File: config.mk
export PLATFORM = sky130hd
export DESIGN_NAME = spectrum_page_renderer
export DESIGN_NICKNAME = d
export VERILOG_FILES = /design/src/rtl/spectrum_page_renderer.sv
export SDC_FILE = /design/constraint.sdc
export NUM_CORES = 1
export LEC_CHECK = 0
export ABC_CLOCK_PERIOD_IN_PS = 10200
export CAP_MARGIN = 20
export CORE_ASPECT_RATIO = 0.9
export CORE_MARGIN = 1
export CORE_UTILIZATION = 25
export CTS_BUF_LIST = sky130_fd_sc_hd__clkbuf_16
export DETAILED_ROUTE_END_ITERATION = 6
export PLACE_DENSITY_LB_ADDON = 0.05
export SLEW_MARGIN = 20
export SYNTH_ARGS = -nofsm -noshare
export SYNTH_HDL_FRONTEND = slang
export SYNTH_SLANG_ARGS = --single-unit
export TNS_END_PERCENT = 20
File: constraint.sdc
create_clock -name clk -period 10.2 [get_ports clk]
set_clock_uncertainty 0.15 [all_clocks]
set_input_delay 2.04 -clock clk [delete_from_list [all_inputs] [get_ports clk]]
set_output_delay 2.04 -clock clk [all_outputs]
set_load 0.03 [all_outputs]
File: src/rtl/spectrum_page_renderer.sv
// Renders a 32-bin spectrum frame into 512 OLED page bytes (4 pages x 128 columns,
// horizontal addressing) and streams them over a valid/ready handshake.
module spectrum_page_renderer #(
   parameter int unsigned NUM_BINS  = 32,
   parameter int unsigned MAG_WIDTH = 8
) (
   input  logic                 clk,
   input  logic                 rst,
   input  logic                 bin_wr_en,
   input  logic [4:0]           bin_wr_addr,
   input  logic [MAG_WIDTH-1:0] bin_wr_data,
   input  logic                 frame_commit,
   output logic [7:0]           byte_data,
   output logic                 byte_valid,
   input  logic                 byte_ready,
   output logic                 frame_start,
   output logic                 frame_done,
   output logic                 busy
);

   localparam int unsigned IDX_W   = 9;
   localparam int unsigned H_SHIFT = MAG_WIDTH - 5;

   typedef enum logic [1:0] {IDLE, LOAD, PRESENT} state_t;

   state_t                 state, state_nxt;
   logic [MAG_WIDTH-1:0]   bank [2][NUM_BINS];
   logic                   bank_sel;
   logic                   pending;
   logic [IDX_W-1:0]       idx;

   logic                   hs_c, last_c, swap_c;
   logic [4:0]             h_c;
   logic [7:0]             byte_c;
   logic [7:0]             byte_data_nxt;
   logic                   byte_valid_nxt, frame_start_nxt, frame_done_nxt, busy_nxt;

   // Row 8*page+k is lit when row + h reaches 32, i.e. row >= 32-h.
   always_comb begin
      h_c    = 5'(bank[bank_sel][idx[6:2]] >> H_SHIFT);
      byte_c = '0;
      for (int k = 0; k < 8; k++) begin
         byte_c[k] = (6'({idx[8:7], 3'(k)}) + 6'(h_c)) >= 6'd32;
      end
      if (idx[1:0] == 2'd3) begin
         byte_c = '0;
      end
   end

   // State register and registered outputs.
   always_ff @(posedge clk) begin
      if (rst) begin
         state       <= IDLE;
         byte_data   <= '0;
         byte_valid  <= 1'b0;
         frame_start <= 1'b0;
         frame_done  <= 1'b0;
         busy        <= 1'b0;
      end else begin
         state       <= state_nxt;
         byte_data   <= byte_data_nxt;
         byte_valid  <= byte_valid_nxt;
         frame_start <= frame_start_nxt;
         frame_done  <= frame_done_nxt;
         busy        <= busy_nxt;
      end
   end

   // Next-state logic; a commit coinciding with the last handshake chains the next frame.
   always_comb begin
      state_nxt = state;
      hs_c      = (state == PRESENT) && byte_ready;
      last_c    = hs_c && (idx == 9'd511);
      swap_c    = ((state == IDLE) && frame_commit) || (last_c && (pending || frame_commit));
      case (state)
         IDLE:    if (frame_commit) state_nxt = LOAD;
         LOAD:    state_nxt = PRESENT;
         PRESENT: begin
            if (last_c) begin
               state_nxt = swap_c ? LOAD : IDLE;
            end else if (hs_c) begin
               state_nxt = LOAD;
            end
         end
         default: state_nxt = IDLE;
      endcase
   end

   // Output logic feeding the output registers.
   always_comb begin
      byte_data_nxt   = byte_data;
      byte_valid_nxt  = (state_nxt == PRESENT);
      frame_start_nxt = (state_nxt == PRESENT) && (idx == '0);
      frame_done_nxt  = last_c;
      busy_nxt        = (state_nxt != IDLE);
      if (state == LOAD) begin
         byte_data_nxt = byte_c;
      end
   end

   // Bin banks, bank select, pending commit and byte index.
   always_ff @(posedge clk) begin
      if (rst) begin
         for (int b = 0; b < 2; b++) begin
            for (int i = 0; i < int'(NUM_BINS); i++) begin
               bank[b][i] <= '0;
            end
         end
         bank_sel <= 1'b0;
         pending  <= 1'b0;
         idx      <= '0;
      end else begin
         if (bin_wr_en) begin
            bank[~bank_sel][bin_wr_addr] <= bin_wr_data;
         end
         if (swap_c) begin
            bank_sel <= ~bank_sel;
            pending  <= 1'b0;
         end else if (frame_commit && (state != IDLE)) begin
            pending  <= 1'b1;
         end
         if (hs_c) begin
            idx <= idx + 9'd1;
         end
      end
   end

endmodule

### Word-level counts from Yosys, hierarchy flattened

Memory sizes are Yosys's and may differ from the RTL's. A register that Yosys moved wholly into a read port is not among the register bits.
Cells that the tools add are included.

| word-level totals | value |
|---|---|
| register bits | 25 |
| word-level logic and storage cells | 74 |
| output and inout bits | 12 |
| memories kept | 1 |
| memory bits (writable) | 512 |
| input port bits | 18 |

| operators by class | value |
|---|---|
| bitwise gates (word level) | 3 |
| add/subtract/negate cells | 9 |
| multiplexer cells | 21 |
| reduce and logical (&&, ||, !) cells | 15 |
| eq/ne operators | 5 |
| magnitude comparators | 11 |

Memories:

| name | depth | width | read ports | clocked after Yosys merged registers in | wr ports | line | text |
|---|---|---|---|---|---|---|---|
| bank | 2 | 256 | 1 | 1 | 2 | 27 | `logic [MAG_WIDTH-1:0] bank [2][NUM_BINS];` |

Operators by type and width:

| kind | count |
|---|---|
| 2-to-1 mux 256 bit | 3 |
| OR reduction 256 bit | 1 |
| >= comparator 6 bit, second input constant | 10 |
| adder 5 x 5 -> 6 bit | 8 |
| binary-select mux 8 bit (select 5 bit) | 1 |
| demux 8 bit (select 5 bit) | 1 |
| 2-to-1 mux 8 bit | 4 |
| inverter 5 -> 6 bit | 2 |
| adder 9 x 1 -> 9 bit, second input constant | 1 |
| equality test 9 bit, second input constant | 1 |
| logical NOT 9 bit | 1 |
| 2-to-1 mux 1 bit | 8 |
| logical AND 1 bit | 7 |
| equality test 2 bit, second input constant | 3 |
| < comparator 6 x 1 -> 1 bit, second input constant | 1 |
| 2-to-1 mux 2 bit | 3 |
| case mux 2 bit (3 select lines) | 1 |
| nonzero test 2 bit | 2 |
| equality test 2 x 1 -> 1 bit, second input constant | 1 |
| logical NOT 2 bit | 1 |
| logical OR 1 bit | 2 |
| OR reduction 2 bit | 1 |
| inverter 1 bit | 1 |

### Longest topological paths before layout

Gate-level depths: netlist (run 1).

| logic depth | value |
|---|---|
| word-level depth | 10 |
| mapped depth | 12 |
| depth with buffers taken out | 9 |

### Least setup slack after synthesis (run 1)

Ideal clock, no wire load.

| timing path | value |
|---|---|
| kind | input port to flip-flop |
| start | input bin_wr_en |
| end | memory bank[0][251] in the netlist's numbering (enable) |
| path buffers | 2 |
| arrival | 3381 ps |
| cell stages on the path | 7 |
| setup time | 316 ps |
| setup slack | 6353 ps |
| data required time | 9734 ps |
| path through | nor2b_1 -> clkbuf_1 -> nand2_1 -> or3_1 -> clkbuf_1 -> nand2b_1 -> nand2b_1 |

RTL lines:

| element | line | text |
|---|---|---|
| from (decl) | 9 | `input logic bin_wr_en,` |
| to (decl) | 27 |  |

==> results.tsv, run 1 <==
stage	metric	value	unit
route	drt-initial-drc-count	526	
run_status	status	complete, no violations	
run	max_cap_violations	0	
global_route	grt_pass1_wl	70.4	mm
synthesis	synth.distinct_cells	49	
cells_and_area	nets	1010	
floorplan	start_util	0.254	
hold_path	worstHoldPathType	flip-flop to flip-flop	
sta	hold_slack	0.351	ns
global_route	grt_pass1_vias	8907	
route	dr.pass1.iters	5	
clocking	cts-hold-fix-buffers	0	
cells_and_area	multi_input_area	4750	um2
cells_and_area	areaGrowthSynthToFinish	16.4	%
worst_setup_path	path_class	input port to flip-flop	
global_route	grt_max_degree	58	
placement	place_ws	4.56	ns
floorplan	rows	85	
cells_and_area	final_common_cell	edfxtp_1	
placement	placed_cells	1727	
sta	period_minus_slack	4.99	ns
global_route	antenna_found_initial	4	
synthesis	syn_inst	969	
worst_setup_path	crit_required	10.31	ns
synthesis	async_flop_share	0	
sta	rsz0062_at_grt	false	
synthesis	netlist_area	15300	um2
clocking	clock_sinks	346	
sta	slew_viol_final	0	
cells_and_area	utilization	0.296	
clocking	clk_path_buf_depth	3	
floorplan	die-area	62100	um2
clocking	cts_tree	yes	
placement	place_hpwl	29.9	mm
route	wl_per_cell	27.5	um
route	routed_via_density	4.71	
route	vias	8484	
synthesis	ys_seq_area_frac	0.663	
power	irDropWorstVdd	0.0939	mV
clocking	cts_setup_buffers	0	
sta	max_clock_freq	200	MHz
clocking	clk_latency	0.57	ns
route	ant_nets	0	
global_route	grtUsageTotal	0.162	
clocking	cts_inserted_buffers	41	
power	power_leakage	6.31	nW
clocking	clkTransAtPathRegs	0.06	ns
synthesis	synth_ff_type	edfxtp_1	
power	p_per_area	195	nW/um2
placement	globalplace.congestion	0.698	
worst_setup_path	cp-start-kind	input port	
synthesis	synth.ff_latch_count	346	
synthesis	synth_edf_count	320	
clocking	htreeDepth	2	
cells_and_area	instances_no_fill	1803	
power	power	3.46	mW
global_route	overflow	0	
floorplan	die_x	263	um
synthesis	yosysWarnings	0	
sta	period_share	0.489	
route	drc	0	
clocking	cts-resized-gates	0	
sta	fin_ws	5.21	ns
cells_and_area	layout-drive-gt1-share	0.207	
synthesis	synth_nets	992	
sta	worst_pin_slew	1.02	ns
worst_setup_path	end_kind	flip-flop	
floorplan	die_h	237	um
synthesis	syn_area_per_cell	15.8	um2
worst_setup_path	cp.arrival	5.10	ns
placement	numPortBuffers	26	
cells_and_area	finalInstanceArea	17800	um2
sta	slew_headroom	0.319	
cells_and_area	nFillCells	5945	
sta	setup_viol	0	
sta	tns	0	ns
route	wl	49.6	mm
floorplan	core	60100	um2
clocking	cts_root_buf	clkbuf_16	
cells_and_area	final_cell_mix	edfxtp_1, mux4_2, and2_1	
placement	placed_area	16400	um2
floorplan	pin_count	30	
cells_and_area	seq_area	10100	um2
worst_setup_path	cp_max_fo	9	
sta	final_hold_viol_count	0	
-- final timing paths --
kind	from	end	slack [ns]	cells after the start
setup / recovery	bin_wr_en	bank[0][27]	5.21	6
hold reg to reg	byte_data[0]	byte_data[0]	0.35	2
setup reg to reg	flip-flop	byte_data[3]	5.51	9
hold / removal	byte_data[0]	byte_data[0]	0.35	2
-- cells in the mapped netlist (4+ instances only) --
cell type  number  area, um2
inv_1          14       52.6
or2_2          21        131
nor3b_1         6       45.0
nor2_1         45        169
and4_1          4       35.0
o21bai_1       15        113
mux4_2         86       1940
a22oi_1        12       90.1
nor3_1         10       50.1
a211oi_1        6       45.0
a21o_1         29        218
dfxtp_1        26        521
nand4b_1        4       35.0
mux2i_1         8       80.1
edfxtp_1      320       9610
a21oi_1        22        110
clkbuf_1       59        221
xnor2_1         6       52.6
nand2_1        24       90.1
and2_1         81        507
o22ai_1         4       25.0
nor2b_1         7       43.8
buf_2           7       35.0
buf_1           6       22.5
ha_1            5       62.6
nand3_1         7       35.0
and3_1         77        482
buf_6           7       78.8
nand2b_1       14       87.6
-- area by class of cell --
class | instances | share of cell area
Tap cell | 783 | 0.0551
Clock inverter | 32 | 0.0180
Timing Repair Buffer | 55 | 0.0264
Multi-Input combinational cell | 529 | 0.267
Antenna cell | 1 | 0.000141
Sequential cell | 346 | 0.570
Clock buffer | 43 | 0.0605
Inverter | 14 | 0.00296
-- power by group --
group / total, mW / leakage, nW / internal [mW] / switching (mW)
logic: 0.262 / 2.18 / 0.104 / 0.158
registers: 1.65 / 3.41 / 1.62 / 0.0284
clock network: 1.55 / 0.722 / 0.937 / 0.613
total: 3.46 / 6.31 / 2.66 / 0.800
-- worst max-delay path, cell delays in order --
cell	delay [ns]
clkdlybuf4s50_1	0.53
nor2b_1	0.76
nand2_1	0.26
or3_1	0.75
nor2_1	0.48
or2_2	0.28
-- state kept, by name, summed over array words and instances (netlist names), named ones only --
register	flops
idx	9
frame_done	1
bank	320
bank_sel	1
pending	1
byte_valid	1
busy	1
frame_start	1
state	2
byte_data	8
-- routing by layer --
layer	GRT usage	vias up	routed length, um
li1	-	3800	-
met1	0.230	4477	23800
met2	0.258	143	23200
met3	0.0242	62	1550
met4	0.0431	2	993
met5	0	-	13
-- logic make-up after synthesis --
family	after synthesis	synth area share
mux	97	0.134
xor+xnor	7	0.00401
fa+ha+maj	5	0.00409
flops	346	0.663
compound gates	105	0.0483
simple gates	315	0.119
buf+inv	94	0.0274
Power figures use the tool's default switching activity.
==> inputs of run 2 (changes only) <==
--- a/config.mk
+++ b/config.mk
@@ -5,7 +5,7 @@
 export SDC_FILE = /design/constraint.sdc
 export NUM_CORES = 1
 export LEC_CHECK = 0
-export ABC_CLOCK_PERIOD_IN_PS = 10200
+export ABC_CLOCK_PERIOD_IN_PS = 4200
 export CAP_MARGIN = 20
 export CORE_ASPECT_RATIO = 0.9
 export CORE_MARGIN = 1
==> constraint.sdc (replaced) <==
create_clock -name clk -period 4.2 [get_ports clk]
set_clock_uncertainty 0.15 [all_clocks]
set_input_delay 0.84 -clock clk [delete_from_list [all_inputs] [get_ports clk]]
set_output_delay 0.84 -clock clk [all_outputs]
set_load 0.03 [all_outputs]
==> run 2 against run 1 <==
Net effect: final cell count is 1.9% higher; sequential share of layout area is 0.62 points lower; cell area is 1.1% higher; first-iteration DRC count is 8.7% higher; non-clock buffer count is 44 higher; die area stayed put; wire length is 0.57% higher; worst setup slack worse by 4.8 ns; core utilization is 0.33 points higher; critical path depth is 5 higher; register-to-register slack worse by 5.1 ns; critical endpoint is now byte_data[3]; largest cell class unchanged.
==> results.tsv, run 2 (synthesis results as in run 1) <==
stage	metric	value	unit
worst_setup_path	rr_endpoint	byte_data[3]	
hold_path	worstHoldPathType	flip-flop to flip-flop	
sta	slew_headroom	0.475	
clocking	clk_path_buf_depth	3	
cells_and_area	instances_no_fill	1838	
cells_and_area	largest_register_ff_count	320	
route	ant_nets	0	
power	clockPowerShare	0.407	
floorplan	die-area	62100	um2
route	wl_per_cell	27.1	um
placement	placed_cells	1771	
hold_path	whs_endpoint	byte_data[0]	
hold_path	holdPathStages	2	
sta	setup_viol	0	
global_route	overflow	0	
clocking	cts_tree	yes	
sta	rsz0062_at_grt	false	
cells_and_area	utilization	0.299	
worst_setup_path	r2r_cells	11	
placement	numPortBuffers	26	
sta	slew_viol_final	0	
route	drc	0	
power	power	7.91	mW
sta	hold_slack	0.349	ns
route	routed_via_density	4.66	
route	wl	49.9	mm
global_route	grt_pass1_wl	71.5	mm
floorplan	core	60100	um2
clocking	htreeDepth	2	
cells_and_area	final_common_cell	edfxtp_1	
placement	place_ws	0.322	ns
clocking	cts-resized-gates	0	
worst_setup_path	cp.arrival	4.06	ns
placement	placed_area	16800	um2
floorplan	rows	85	
sta	tns	0	ns
sta	fin_ws	0.373	ns
route	vias	8565	
sta	max_clock_freq	261	MHz
clocking	cts_root_buf	clkbuf_16	
power	p_sw_frac	0.236	
power	pwr-share-comb	0.087	
sta	final_hold_viol_count	0	
cells_and_area	finalInstanceArea	18000	um2
clocking	cts-hold-fix-buffers	0	
floorplan	die_h	237	um
global_route	antenna_found_initial	5	
worst_setup_path	crit_required	4.44	ns
global_route	grtUsageTotal	0.164	
clocking	clkTransAtPathRegs	0.06	ns
worst_setup_path	path_class	flip-flop to flip-flop	
route	dr.pass1.iters	4	
sta	worst_pin_slew	0.785	ns
power	sequentialPowerShare	0.506	
worst_setup_path	cp_max_fo	20	
power	irDropWorstVdd	0.235	mV
floorplan	die_x	263	um
floorplan	pin_count	30	
global_route	grt_max_degree	55	
worst_setup_path	cp-start-kind	flip-flop	
power	power_leakage	6.43	nW
cells_and_area	top_register	bank	
power	p_sw	1.87	mW
global_route	grt_pass1_vias	9213	
run	max_cap_violations	0	
cells_and_area	layout-drive-gt1-share	0.229	
cells_and_area	reg.largest.list	bank x320, idx x9, byte_data x8	
floorplan	start_util	0.254	
worst_setup_path	r2r_slack	0.37	ns
cells_and_area	final_cell_mix	edfxtp_1, mux4_2, and2_1	
sta	period_minus_slack	3.83	ns
clocking	cts_inserted_buffers	41	
clocking	clk_latency	0.54	ns
route	drt-initial-drc-count	572	
power	p_per_area	440	nW/um2
hold_path	hp-start	byte_data[0]	
sta	period_share	0.911	
worst_setup_path	end_kind	flip-flop	
cells_and_area	nets	1054	
placement	globalplace.congestion	0.717	
cells_and_area	areaGrowthSynthToFinish	17.7	%
run_status	status	complete, no violations	
clocking	cts_setup_buffers	0	
placement	place_hpwl	32.4	mm
clocking	clock_sinks	346	
power	intPower	6.04	mW
-- run 2: worst max-delay path by stage --
stage | depth (start not counted) | endpoint | slack [ns] | from
3_5_place_dp | 11 | byte_data[3] | 0.32 | flip-flop
3_3_place_gp | 11 | byte_data[3] | 0.34 | flip-flop
2_1_floorplan | 12 | byte_data[7] | 0.46 | flip-flop
6_report | 11 | byte_data[3] | 0.37 | flip-flop
5_1_grt | 11 | byte_data[3] | 0.23 | flip-flop
4_1_cts | 11 | byte_data[3] | 0.32 | flip-flop
-- run 2: critical path, stage by stage, from the launching register on --
cell      delay (ns)
dfxtp_4         0.39
buf_12          0.21
mux4_2          0.54
mux4_2          0.59
mux4_2          0.53
ha_1            0.30
a21oi_1         0.22
nor3_1          0.07
buf_4           0.20
a21oi_1         0.15
a21boi_0        0.20
a221oi_1        0.09
-- run 2: layout make-up --
| class | count | area [um2] |
|---|---|---|
| inverters | 14 | 52.6 |
| clock inverters | 24 | 125 |
| flip-flops and latches | 346 | 10100 |
| diodes | 2 | 5.00 |
| clock buffers | 41 | 1030 |
| fillers | 5967 | 42100 |
| multi-input cells | 529 | 4750 |
| repair buffers | 99 | 908 |
| well taps | 783 | 980 |
-- run 2: power by group through the flow --
stage	sequential (mW)	combinational (mW)	clock [mW]
6_report	4.00	0.689	3.22
5_1_grt	4.02	0.745	3.44
4_1_cts	4.00	0.717	3.33
3_5_place_dp	4.07	0.715	0
3_3_place_gp	4.07	0.718	0
2_1_floorplan	4.05	0.434	0
-- run 2: metal layers --
layer / routed length (um) / share of wire / GRT usage
met1: 23100 / 0.46 / 0.224
met2: 23700 / 0.48 / 0.269
met3: 1470 / 0.030 / 0.0208
met4: 1500 / 0.030 / 0.0545
met5: 0 / 0 / 0
